### src/rtl/pc_round_ctrl.sv
// pc_round_ctrl: round controller and constant-addition stage (pC) of the
// ASCON permutation. It holds the 320-bit state and the round counter, XORs
// the round constant into x2, and drives the result to the S-box layer. The
// post-linear-layer state returns on feedback_i at one round per cycle.
// Supports p^6, p^8 and p^12.
//
// Ports
//   clock_i      in   system clock, rising edge
//   reset_i      in   synchronous active-high reset
//   start_i      in   request a permutation (accepted only while ready_o=1)
//   nb_rounds_i  in   rounds to run: 6, 8 or 12 (sampled with start_i)
//   state_i      in   initial state (sampled with start_i)
//   feedback_i   in   state returned from the linear layer for the current round
//   pc_out_o     out  state with round constant added, to the S-box layer
//   round_o      out  current round index
//   valid_o      out  pc_out_o carries a live round
//   ready_o      out  idle, a start will be accepted
//   done_o       out  one-cycle pulse, state_o holds the result
//   err_o        out  one-cycle pulse, start rejected for illegal nb_rounds_i
//   state_o      out  final permutation result, held until the next run ends
//
// state  | meaning
// S_IDLE | waiting for start, ready_o=1
// S_RUN  | one round per cycle, valid_o=1
// S_DONE | result available, done_o pulse
module pc_round_ctrl #(
  parameter int NR_MAX = 12
) (
  input  logic             clock_i,
  input  logic             reset_i,
  input  logic             start_i,
  input  logic [3:0]       nb_rounds_i,
  input  logic [4:0][63:0] state_i,
  input  logic [4:0][63:0] feedback_i,
  output logic [4:0][63:0] pc_out_o,
  output logic [3:0]       round_o,
  output logic             valid_o,
  output logic             ready_o,
  output logic             done_o,
  output logic             err_o,
  output logic [4:0][63:0] state_o
);

  typedef enum logic [1:0] {
    S_IDLE = 2'd0,
    S_RUN  = 2'd1,
    S_DONE = 2'd2
  } fsm_t;

  localparam logic [3:0] LAST_ROUND = 4'(NR_MAX - 1);
  localparam logic [3:0] NR_TOTAL   = 4'(NR_MAX);

  fsm_t             r_fsm;
  fsm_t             w_fsm_d;
  logic [4:0][63:0] r_state_q;
  logic [4:0][63:0] r_state_o;
  logic [3:0]       r_round;
  logic             r_err;
  logic             w_err_d;
  logic             w_load;
  logic             w_nb_ok;
  logic             w_last;
  logic [7:0]       w_rc;

  assign w_nb_ok = (nb_rounds_i == 4'd6) || (nb_rounds_i == 4'd8) ||
                   (nb_rounds_i == 4'd12);
  assign w_last  = (r_round == LAST_ROUND);

  always_comb begin
    w_fsm_d = r_fsm;
    w_load  = 1'b0;
    w_err_d = 1'b0;
    case (r_fsm)
      S_IDLE: begin
        if (start_i) begin
          if (w_nb_ok) begin
            w_load  = 1'b1;
            w_fsm_d = S_RUN;
          end else begin
            w_err_d = 1'b1;
          end
        end
      end
      S_RUN: begin
        if (w_last) w_fsm_d = S_DONE;
      end
      S_DONE:  w_fsm_d = S_IDLE;
      default: w_fsm_d = S_IDLE;
    endcase
  end

  always_ff @(posedge clock_i) begin
    if (reset_i) begin
      r_fsm     <= S_IDLE;
      r_state_q <= '0;
      r_state_o <= '0;
      r_round   <= '0;
      r_err     <= 1'b0;
    end else begin
      r_fsm <= w_fsm_d;
      r_err <= w_err_d;
      if (w_load) begin
        r_state_q <= state_i;
        // shorter permutations run the tail of the p^12 schedule
        r_round   <= NR_TOTAL - nb_rounds_i;
      end else if (r_fsm == S_RUN) begin
        r_state_q <= feedback_i;
        if (w_last) begin
          r_state_o <= feedback_i;
        end else begin
          r_round <= r_round + 4'd1;
        end
      end
    end
  end

  // round constant: high nibble counts down from F while low nibble counts up
  assign w_rc = {4'hF - r_round, r_round};

  always_comb begin
    pc_out_o       = r_state_q;
    pc_out_o[2][7:0] = r_state_q[2][7:0] ^ w_rc;
  end

  assign round_o = r_round;
  assign valid_o = (r_fsm == S_RUN);
  assign ready_o = (r_fsm == S_IDLE);
  assign done_o  = (r_fsm == S_DONE);
  assign err_o   = r_err;
  assign state_o = r_state_o;

endmodule

### config.mk
export PLATFORM = sky130hd
export DESIGN_NAME = pc_round_ctrl
export DESIGN_NICKNAME = d
export VERILOG_FILES = /design/src/rtl/pc_round_ctrl.sv
export SDC_FILE = /design/constraint.sdc
export NUM_CORES = 1
export LEC_CHECK = 0
export ABC_AREA = 1
export BUFFER_PORTS_ARGS = -buffer_cell sky130_fd_sc_hd__buf_2
export CAP_MARGIN = 20
export CORE_AREA = 2 2 497 499
export DETAILED_ROUTE_END_ITERATION = 12
export DIE_AREA = 0 0 499 501
export SLEW_MARGIN = 20
export SYNTH_ARGS = -nofsm -noshare
export SYNTH_HDL_FRONTEND = slang
export SYNTH_SLANG_ARGS = --single-unit
### constraint.sdc
create_clock -name clock_i -period 2.62 [get_ports clock_i]
set_input_delay 0 -clock clock_i [delete_from_list [all_inputs] [get_ports clock_i]]
set_output_delay 0 -clock clock_i [all_outputs]
set_load 0.02 [all_outputs]
After elaboration in Yosys (flattened, before gate mapping)
Cells that the tools add are included.

Equal/unequal tests: 10. Bitwise gates (word level): 4. Reductions and logical operators: 8. Add/subtract/negate cells: 3. Muxes and demuxes: 13.

Operator list (count): 320-bit 2-to-1 mux (2); 4-bit equality test, second input constant (3); 4-bit 2-to-1 mux (3); 4-bit subtractor, first input constant (2); 8-bit XOR (1); 2-bit 2-to-1 mux (3); 3-bit AND reduction (2); 4-bit by 1-bit adder with 4-bit output, second input constant (1); 4-bit by 3-bit equality test with 1-bit output, second input constant (1); 1-bit 2-to-1 mux (4); 2-bit by 1-bit != test with 1-bit output, second input constant (2); 2-bit != test, second input constant (2); 2-bit case mux with 2 select lines (1); 1-bit inverter (3); 3-bit OR reduction (1); 2-bit by 1-bit equality test with 1-bit output, second input constant (1); 2-bit equality test, second input constant (1); 2-bit logical NOT (1); 1-bit logical OR (2); 2-bit AND reduction (1); 2-bit nonzero test (1).

Bits in registers: 647. Output and inout port bits: 648. Word-level logic and storage cells: 51. Input port bits: 647.

Longest topological paths before layout
Depth after elaboration: 8. Depth in mapped cells: 10. Mapped depth without buffers: 9.

Worst setup path after synthesis
No wires, ideal clock.

Kind: reg-to-reg. Start point: register r_round[0], in the netlist round_o[0]. End point: register r_state_o, in the netlist state_o[225]. Path slack: 0.971 ns. Period minus slack after synthesis: 1.649 ns. Library setup time: 0.060 ns. Cell stages (with the launch flop): 8. Path buffers: 2. Data required time: 2.560 ns. Arrival time: 1.589 ns. Path through: dfxtp_1 > ha_1 > nand4_2 > nor2_4 > buf_4 > buf_2 > nand2_1 > nand2_1.

Word-level cells in the longest chain between the ends: 2.

Ends and longest elaborated chain: start, declared (RTL line 57) `logic [3:0] r_round;`; start signal, assigned (RTL line 105) `r_round <= NR_TOTAL - nb_rounds_i;`; start signal, assigned (RTL line 111) `r_round <= r_round + 4'd1;`; 4-bit equality test (RTL line 67) `assign w_last = (r_round == LAST_ROUND);`; 3-bit AND reduction (no line); end signal, assigned (RTL line 109) `r_state_o <= feedback_i;`; end, declared (RTL line 56) `logic [4:0][63:0] r_state_o;`.

Every way passes these cells. A chain may end at the register's enable or synchronous reset.

Worst setup path in the final report
Start point: register r_fsm[0]. End point: register r_state_q, in the netlist pc_out_o[292].

Word-level cells in the longest chain between the ends: 3. Elaborated cells between the ends (all ways): 5. Classes of those cells: eq/ne: 1; mux: 2; reduce/logical: 2.

Ends and longest elaborated chain: start, declared (RTL line 53) `fsm_t r_fsm;`; start signal, assigned (RTL line 100) `r_fsm <= w_fsm_d;`; 2-bit logical NOT (RTL line 73) `case (r_fsm)`; 1-bit 2-to-1 mux (RTL line 73); 320-bit 2-to-1 mux / 2-bit nonzero test (equally long branches); end signal, assigned (RTL line 103) `r_state_q <= state_i;`; end signal, assigned (RTL line 107) `r_state_q <= feedback_i;`; end, declared (RTL line 55) `logic [4:0][63:0] r_state_q;`.

Several ways; a longest one is shown, not always the timed one.

==> impl_summary.log <==
[metrics] per-instance average area after synthesis: 7.17 um^2
[metrics] post-detail-place hpwl: 166000 um
[metrics] Clock Path Buffers: 3
[metrics] Buffers on Ports: 1294
[metrics] cell accounting for the most synthesized area: dfxtp_1
[metrics] number of filler instances in the final layout: 26900
[metrics] Critical-path top delay cell: dlygate4sd3_1
[metrics] Boundary Pins: 1295
[metrics] Final Hold Vio Count: 0
[metrics] count of antenna-violating nets left after detailed routing: 0
[metrics] detailed-route vias per instance: 4.03
[metrics] data arrival time of the critical path: 3.15 ns
[metrics] final-report setup violation count: 0
[metrics] Final GP Congestion: 0.911
[metrics] First-pass DRT Iterations: 6
[metrics] power density of the placed cells: 539 mW/mm^2
[metrics] routed length per placed instance: 23.0 um
[metrics] Vias: 37900
[metrics] CTS tree: done
[metrics] global-route wire length before repair: 288000 um
[metrics] reported leakage power: 24.1 nW
[metrics] CTS H-tree depth: 3
[metrics] # clock sinks: 647
[metrics] CTS-repair resized insts: 0
[metrics] final worst-path cycle share: 0.975
[metrics] residual overflow from global routing: 0
[metrics] Least-Margin Pin Slew: 0.990 ns
[metrics] antenna violations before repair: 115
[metrics] multi-input logic area: 0.0136 mm^2
[metrics] register clock-pin slew on the reported worst setup and hold paths: 0.06 ns
[metrics] maximum single-stage delay on the critical path: 0.59 ns
[metrics] headroom to the max-slew limit: 0.340
[metrics] minimum clock period after layout: 2.55 ns
[metrics] sequential cell area: 0.0130 mm^2
[metrics] sw power: 0.00815 W
[metrics] cell-by-cell listing of the critical path: inv_2 > nand2_1 > nor2_4 > buf_4 > buf_12 > buf_12 > nand3b_1 > nand2_1 > a21oi_1 > dlygate4sd3_1
[metrics] worst skew pair latency: 0.74 ns
[metrics] Crit path required time: 3.22 ns
[metrics] proportion of power drawn by the clock network: 0.446
[metrics] number of cells produced by synthesis: 4272
[metrics] sequential element share of the synthesized area: 0.423
[metrics] number of DRC violations after detailed-routing iteration 0: 3779
[metrics] clock buffer count from CTS: 83
[metrics] type of the setup path with the least slack: flop to flop
[metrics] type of element launching the critical path: flop
[metrics] Die W: 499 um
[metrics] Vert. Die Dim: 501 um
[metrics] Setup Skew: 0.0418 ns
[metrics] Switching Fraction: 0.296
[metrics] part of the power in combinational logic: 0.177
[metrics] net count of the finished layout: 6702
[metrics] CTS root buf: clkbuf_16
[metrics] Cells on Worst Hold Path: 4
[metrics] cell area after layout: 0.0512 mm^2
[metrics] outcome: finished clean
[metrics] starting density of the core: 0.125
[metrics] number of nets in the synthesized netlist: 4922
[metrics] vias in the first global route: 36400
[metrics] area of the core: 0.245 mm^2
[metrics] internal power contribution: 0.0194 W
[metrics] Setup crit end kind: flop
[metrics] sequential cell fraction of total power: 0.377
[metrics] Routed WL: 216000 um
[metrics] Site Rows: 182
[metrics] total of warnings raised by yosys: 0
[metrics] top-area cell type share of the netlist area: 0.423
[metrics] area added between synthesis and finish: 67.0%
[metrics] post-synthesis sequential element count: 647
[metrics] Final Max Tran Viols: 0
[metrics] unrepaired setup endpoints after global routing: false
[metrics] top area cells in the synthesized netlist: dfxtp_1 42%, nand2_1 20%, nand3_1 11%, buf_4 8.2%, nand3b_1 7.9%
[metrics] distinct cell type count after synthesis: 22
[metrics] Final TNS setup: 0 ns
[metrics] Register-to-Register Path Depth: 10
[metrics] CP max FO: 41
[metrics] share of cells above drive strength 1: 0.255
[metrics] Max rail drop VDD: 0.000409 V
[metrics] Hold/Removal Path Class: input pin to flop
[metrics] post-synthesis cell area: 0.0306 mm^2
[metrics] post-place instance area: 0.0387 mm^2
[metrics] DRC errors left: 0
[metrics] global router's overall resource usage: 0.163
[metrics] maximum number of pins on one net before global-route repair: 134
[metrics] floorplan die area: 0.250 mm^2
[metrics] maximum clock frequency: 392 MHz
[metrics] max-capacitance violation count: 0
## logic make-up after synthesis
kind of cell / share of synthesized area
compound gates: 0.0526
simple gates: 0.387
flops: 0.423
xor+xnor: 0.00257
fa+ha+maj: 0.00122
buf+inv: 0.134
## layout make-up
cell class | instances | share of cell area
tap | 3220 | 0.0787
multi-input combinational | 2944 | 0.266
clock inverter | 31 | 0.00902
inverter | 14 | 0.00132
antenna | 67 | 0.00328
timing repair buffer | 2362 | 0.342
clock buffer | 117 | 0.0466
sequential | 647 | 0.253
## worst max-delay path: cells and delay by family (launching register included)
| family | cells | cell delay (ns) |
|---|---|---|
| buf+inv | 5 | 1.34 |
| compound gates | 1 | 0.06 |
| simple gates | 4 | 0.60 |
| flops | 1 | 0.32 |
## power groups by stage
stage | Sequential, W | Clock, W | Combinational (W)
2_1_floorplan | 0.0106 | 0 | 0.00224
3_3_place_gp | 0.0106 | 0 | 0.00359
3_5_place_dp | 0.0106 | 0 | 0.00359
4_1_cts | 0.0104 | 0.0127 | 0.00480
5_1_grt | 0.0104 | 0.0130 | 0.00515
6_report | 0.0104 | 0.0123 | 0.00487
## path summary, 6_finish.rpt
check	from	slack, ns	to
min reg2reg	state_o[211]	0.46	state_o[211]
max reg2reg	r_fsm[0]	0.07	pc_out_o[292]
max	r_fsm[0]	0.07	pc_out_o[292]
min	feedback_i[226]	0.09	state_o[226]
## sequential cells by signal, indices dropped and copies added, names as in the netlist
register	count
pc_out_o	312
err_o	1
round_o	4
r_fsm	2
state_o	320
r_state_q	8
## synthesized netlist by cell type (all sizes together)
master	number
nand3b	322
ha	3
dfxtp	647
clkbuf	78
nand2	1622
xor2	5
nand4	2
nor4	1
buf	589
inv	14
nor2	12
xnor2	4
a21oi	322
nand3	651
## layout by cell type (no fill, tap or decap), drive strengths merged, types with 7 or more instances in the layout
master,synthesis,routed
a21oi,322,322
inv,14,19
nor2,12,12
buf,589,1418
clkinvlp,0,7
clkbuf,78,117
nand3,651,651
bufinv,0,7
dlygate4sd3,0,944
clkinv,0,12
diode,0,67
dfxtp,647,647
nand2,1622,1622
nand3b,322,322
## repair_timing
action                     CTS  global route
setup endpoints to repair    0             3
hold endpoints to repair   647             0
buffers inserted             0             1
hold buffers               944             0
## metal layers
layer / wire length (um) / global-route usage
met1: 81600 / 0.183
met2: 90800 / 0.245
met3: 27500 / 0.0799
met4: 15500 / 0.106
met5: 551 / 0
## through the flow
step                      setup slack [ns]  power, W   util  std cells  hold WS, ns
final                               0.0668    0.0276  0.209       9402       0.0899
after global routing              0.000839    0.0286  0.209       9372       0.0622
after CTS                            0.185    0.0279  0.208       9334     0.000711
after detailed placement             0.490    0.0142  0.158       8242        0.208
after global placement               0.510    0.0142  0.158       8242        0.206
after floorplan                      0.971    0.0128      -       4272        0.103
Power figures use the tool's default switching activity.
